$ cat src/rtl/button_event_decoder.sv
// button_event_decoder
//
// Turns a clean, debounced button level into single-cycle control events for
// the stopwatch FSM. Hold timing is counted in timebase ticks, not raw clocks.
//
// Ports:
//   clk        system clock
//   rst        synchronous active-high reset
//   tick_i     one-clk timebase strobe
//   btn_i      debounced button level, synchronous to clk (1 = pressed)
//   press_o    one-clk pulse when the button is pressed
//   release_o  one-clk pulse when the button is released
//   long_o     one-clk pulse when the hold reaches LONG_TICKS
//   repeat_o   one-clk pulse every REPEAT_TICKS ticks while long-held
//   held_o     level, high while in the long-held state
//
// All outputs are registered. Each pulse appears in the cycle after the
// clock edge that sampled its cause.
module button_event_decoder #(
    parameter int unsigned LONG_TICKS   = 8,
    parameter int unsigned REPEAT_TICKS = 4,
    parameter int unsigned CNT_W        = 8
) (
    input  logic clk,
    input  logic rst,
    input  logic tick_i,
    input  logic btn_i,
    output logic press_o,
    output logic release_o,
    output logic long_o,
    output logic repeat_o,
    output logic held_o
);

    typedef enum logic [1:0] {
        StIdle,
        StShort,
        StHeld
    } state_e;

    localparam logic [CNT_W-1:0] LongLast   = CNT_W'(LONG_TICKS - 1);
    localparam logic [CNT_W-1:0] RepeatLast = CNT_W'(REPEAT_TICKS - 1);

    state_e             r_state;
    logic [CNT_W-1:0]   r_cnt;
    logic               r_prev_btn;
    logic               r_press;
    logic               r_release;
    logic               r_long;
    logic               r_repeat;
    logic               r_held;

    state_e             w_state_next;
    logic [CNT_W-1:0]   w_cnt_next;
    logic               w_rise;
    logic               w_press;
    logic               w_release;
    logic               w_long;
    logic               w_repeat;
    logic               w_held;

    assign w_rise = btn_i & ~r_prev_btn;

    always_comb begin
        w_state_next = r_state;
        w_cnt_next   = r_cnt;
        w_press      = 1'b0;
        w_release    = 1'b0;
        w_long       = 1'b0;
        w_repeat     = 1'b0;

        unique case (r_state)
            StIdle: begin
                // A tick coincident with the rise is deliberately ignored here,
                // so counting starts with the first tick after the press.
                if (w_rise) begin
                    w_press      = 1'b1;
                    w_cnt_next   = '0;
                    w_state_next = StShort;
                end
            end
            StShort: begin
                if (!btn_i) begin
                    w_release    = 1'b1;
                    w_state_next = StIdle;
                end else if (tick_i) begin
                    if (r_cnt == LongLast) begin
                        w_long       = 1'b1;
                        w_cnt_next   = '0;
                        w_state_next = StHeld;
                    end else begin
                        w_cnt_next = r_cnt + CNT_W'(1);
                    end
                end
            end
            StHeld: begin
                if (!btn_i) begin
                    w_release    = 1'b1;
                    w_state_next = StIdle;
                end else if (tick_i) begin
                    if (r_cnt == RepeatLast) begin
                        w_repeat   = 1'b1;
                        w_cnt_next = '0;
                    end else begin
                        w_cnt_next = r_cnt + CNT_W'(1);
                    end
                end
            end
            default: begin
                w_state_next = StIdle;
                w_cnt_next   = '0;
            end
        endcase

        // held_o tracks the registered state, so it rises together with long_o.
        w_held = (w_state_next == StHeld);
    end

    always_ff @(posedge clk) begin
        // prev_btn follows btn_i even in reset, so a button held through reset
        // never looks like a fresh press.
        r_prev_btn <= btn_i;
        if (rst) begin
            r_state   <= StIdle;
            r_cnt     <= '0;
            r_press   <= 1'b0;
            r_release <= 1'b0;
            r_long    <= 1'b0;
            r_repeat  <= 1'b0;
            r_held    <= 1'b0;
        end else begin
            r_state   <= w_state_next;
            r_cnt     <= w_cnt_next;
            r_press   <= w_press;
            r_release <= w_release;
            r_long    <= w_long;
            r_repeat  <= w_repeat;
            r_held    <= w_held;
        end
    end

    assign press_o   = r_press;
    assign release_o = r_release;
    assign long_o    = r_long;
    assign repeat_o  = r_repeat;
    assign held_o    = r_held;

endmodule

$ cat config.mk
export PLATFORM = sky130hd
export DESIGN_NAME = button_event_decoder
export DESIGN_NICKNAME = d
export VERILOG_FILES = /design/src/rtl/button_event_decoder.sv
export SDC_FILE = /design/constraint.sdc
export NUM_CORES = 1
export LEC_CHECK = 0
export ABC_CLOCK_PERIOD_IN_PS = 3400
export CAP_MARGIN = 0
export CORE_UTILIZATION = 56
export DETAILED_ROUTE_END_ITERATION = 8
export GPL_ROUTABILITY_DRIVEN = 0
export PLACE_DENSITY = 0.87
export SETUP_SLACK_MARGIN = 0.15
export SLEW_MARGIN = 5
export SYNTH_ARGS = -nofsm -noshare
export SYNTH_HDL_FRONTEND = slang
export SYNTH_SLANG_ARGS = --single-unit
$ cat constraint.sdc
create_clock -name clk -period 3.4 [get_ports clk]
set_clock_uncertainty 0.1 [all_clocks]
set_input_delay 0.51 -clock clk [delete_from_list [all_inputs] [get_ports clk]]
set_output_delay 0.51 -clock clk [all_outputs]
set_load 0.03 [all_outputs]
==> results.cfg <==
[status]
run_status = completed

[timing]
report.final.hold_viol_count = 0
min_period_ns = 2.40
finalSetupViolations = 0
tns_ns = 0
finalMaxSlewViolations = 0
rsz0062_at_grt = false
post-route-period-util_pct = 70.6
maxSlewHeadroom_pct = 63.7
tightest_slew_ns = 0.541
maxClockFrequency_ghz = 0.417

[clock_network]
insertion_delay_ns = 0.29
clockRootBuffer = sky130_fd_sc_hd__clkbuf_4
post_cts_resize_count = 0
clk_transition_reported_paths_ns = 0.10
inserted_clock_buffers = 3
post_cts_setup_buffer_count = 0
holdBufCountCts = 0
tritoncts_num_sinks = 16
cts.path.max_buffers = 2
tritoncts = built
cts.htree.levels = 1

[logic_synthesis]
cell_area_after_synthesis_um2 = 877
muxShareOfSynthArea_pct = 1.28
synth-async-reset-ratio_pct = 0
synth.net_count = 107
synth_enable_flop_cells = 0
flip_flop_cell_with_the_highest_count_after_synthesis = sky130_fd_sc_hd__dfxtp_1
main_combinational_cell_family_by_area_after_synthesis = compound AO/OA/AOI/OAI gates
netlist-cell-type-count = 36
post_syn_instances = 98
post_synth_and_or_nand_nor_area_fraction_pct = 25.1
synth-compound-area-share_pct = 26.0
post_synth.cell_area_avg_um2 = 8.95
synth_warnings = 0
ys_seq_area_share_pct = 36.5
register_bit_total_from_synthesis = 16
synthXorXnorAreaFrac_pct = 0
adder_cell_share_of_the_synthesized_area_pct = 7.13

[setup_path]
crit_slowest_cell = sky130_fd_sc_hd__nor3_1
timing.critical_path.from_type = flip-flop
worst_path_largest_cell_delay_ns = 0.55
crit_path_max_fanout = 7
worstPathArrival_ns = 2.54
sort_of_element_at_the_end_of_the_critical_path = flip-flop
timing.setup.critical_path_class = flip-flop to flip-flop
crit_buf_inv = 1
worstSetupPathDepth = 6
crit_chain = inv_1, ha_1, nor2_1, o221ai_1, nor3_1, mux2_2
crit_required_ns = 3.54
reg2regPathDepth = 6
critical_path.top_delay_family = simple AND/OR/NAND/NOR gates

[final_layout]
most-common-layout-cells = 16 x sky130_fd_sc_hd__dfxtp_1, 8 x sky130_fd_sc_hd__nor3_1, 8 x sky130_fd_sc_hd__clkdlybuf4s50_1
antennaDiodeCount = 0
final_layout_size_suffix_gt1_share_pct = 9.35
layout_commonest_cell = sky130_fd_sc_hd__dfxtp_1
final_nets = 117
area_added_between_synthesis_and_finish_pct = 14.0
final_core_util_pct = 72.3
postLayoutCellArea_um2 = 1000

[die]
floorplan.initialDensity_pct = 63.4
ioPinCount = 9
die_area_um2 = 1730
fp-row-count = 13
core_area_um2 = 1380
die_x_um = 41.6
die_height_um = 41.6

[global_routing]
grt_use_total_pct = 23.4
first_pass_grt_wire_length_um = 3130
number_of_antenna_violations_at_the_first_check_in_global_routing = 0
gr-total-overflow = 0
grt_pass1_vias = 653
pin_count_of_the_biggest_net_entering_global_routing = 11

[power_and_ir_drop]
net_switching_fraction_of_the_power_pct = 25.1
vdd_ir_drop_max_uv = 210
total_switching_power_mw = 0.0907
cellPowerDensity_nw_per_um2 = 361
clock_network_power_share_pct = 35.6
total_leakage_power_nw = 0.352
p_total_mw = 0.361
intPower_mw = 0.271
power.combinational.fraction_pct = 11.4
power.share.sequential_pct = 53.1

[placed_design]
place_area_um2 = 963
io_buffer_count = 8
place.detailed.hpwl_um = 1320

[routing]
detailedRoute.firstPassIterationCount = 4
route.detailed.drc = 0
dr.first_iter.drc_count = 53
via_count = 817
postRouteAntennaNets = 0
wl_um = 1890
routed_wire_length_per_instance_um = 15.5
drt-vias-per-instance = 6.70

[job]
max_cap_viols = 0

[worst_hold_path]
timing.hold.worst.class = flip-flop to flip-flop
hold_path_depth = 1
-- power groups by stage --
stage               clock [mW]  sequential [mW]  combinational, mW
finish                   0.128            0.192             0.0411
global route             0.141            0.192             0.0436
CTS                      0.129            0.192             0.0401
detailed placement           0            0.196             0.0395
global placement             0            0.196             0.0388
floorplan                    0            0.197             0.0252
-- cells in the mapped netlist (2+ instances only) --
library cell	instances	area, µm²
sky130_fd_sc_hd__o21a_1	2	15.0
sky130_fd_sc_hd__o2bb2ai_1	2	17.5
sky130_fd_sc_hd__dfxtp_1	16	320
sky130_fd_sc_hd__nand2_1	5	18.8
sky130_fd_sc_hd__a221o_1	2	20.0
sky130_fd_sc_hd__clkbuf_1	2	7.51
sky130_fd_sc_hd__nand4_1	2	12.5
sky130_fd_sc_hd__nor4_1	4	25.0
sky130_fd_sc_hd__nor4b_1	2	17.5
sky130_fd_sc_hd__a21oi_1	3	15.0
sky130_fd_sc_hd__nor2b_1	2	12.5
sky130_fd_sc_hd__ha_1	5	62.6
sky130_fd_sc_hd__o21ai_0	6	30.0
sky130_fd_sc_hd__nand2b_1	2	12.5
sky130_fd_sc_hd__a41oi_1	2	17.5
sky130_fd_sc_hd__nand3_1	4	20.0
sky130_fd_sc_hd__inv_1	6	22.5
sky130_fd_sc_hd__nor2_1	6	22.5
sky130_fd_sc_hd__nor3_1	8	40.0
-- state kept, by name (all words and copies together) (netlist names) --
register and flops:
press_o 1, r_prev_btn 1, r_state 2, repeat_o 1, release_o 1, r_cnt 8
long_o 1, held_o 1
-- worst register-to-register path, delay by kind of cell (launching register included) --
kind,cells,cell delay (ns)
fa+ha+maj,1,0.29
buf+inv,1,0.09
flops,1,0.40
compound gates,1,0.31
simple gates,2,0.90
mux,1,0.25
-- worst paths after layout --
check / startpoint / to / slack [ns]
min: r_prev_btn / press_o / 0.40
min reg2reg: r_prev_btn / press_o / 0.40
max: r_state[0] / r_cnt[0] / 1.0
max reg2reg: r_state[0] / r_cnt[0] / 1.0
-- area by class of cell --
type	count	area (µm²)
Tap cell	15	18.8
Fill cell	104	383
Inverter	6	22.5
Sequential cell	16	320
Multi-Input combinational cell	73	522
Timing Repair Buffer	8	80.1
Clock buffer	4	36.3
-- through the flow --
stage	hold WS, ns	instances	setup slack (ns)
after CTS	0.394	122	1.08
after global placement	0.374	118	1.12
final	0.396	122	1.00
after detailed placement	0.376	118	1.07
after global routing	0.428	122	0.915
after floorplan	0.337	98	1.47
-- per-layer routing --
metal | track usage [%] | wire [µm] | up-vias
met5 | 0 | 0 | -
met4 | 9.68 | 27 | 0
met3 | 3.91 | 168 | 5
met2 | 34.1 | 798 | 49
met1 | 34.0 | 899 | 362
li1 | - | - | 401
-- kinds of logic after synthesis --
logic type | Yosys count
AO/OA/AOI/OAI | 29
flip-flops | 16
AND/OR/NAND/NOR | 38
multiplexers | 1
adder cells (fa/ha/maj) | 5
buffers and inverters | 9
Note: power is estimated with default switching activity, not from simulation.
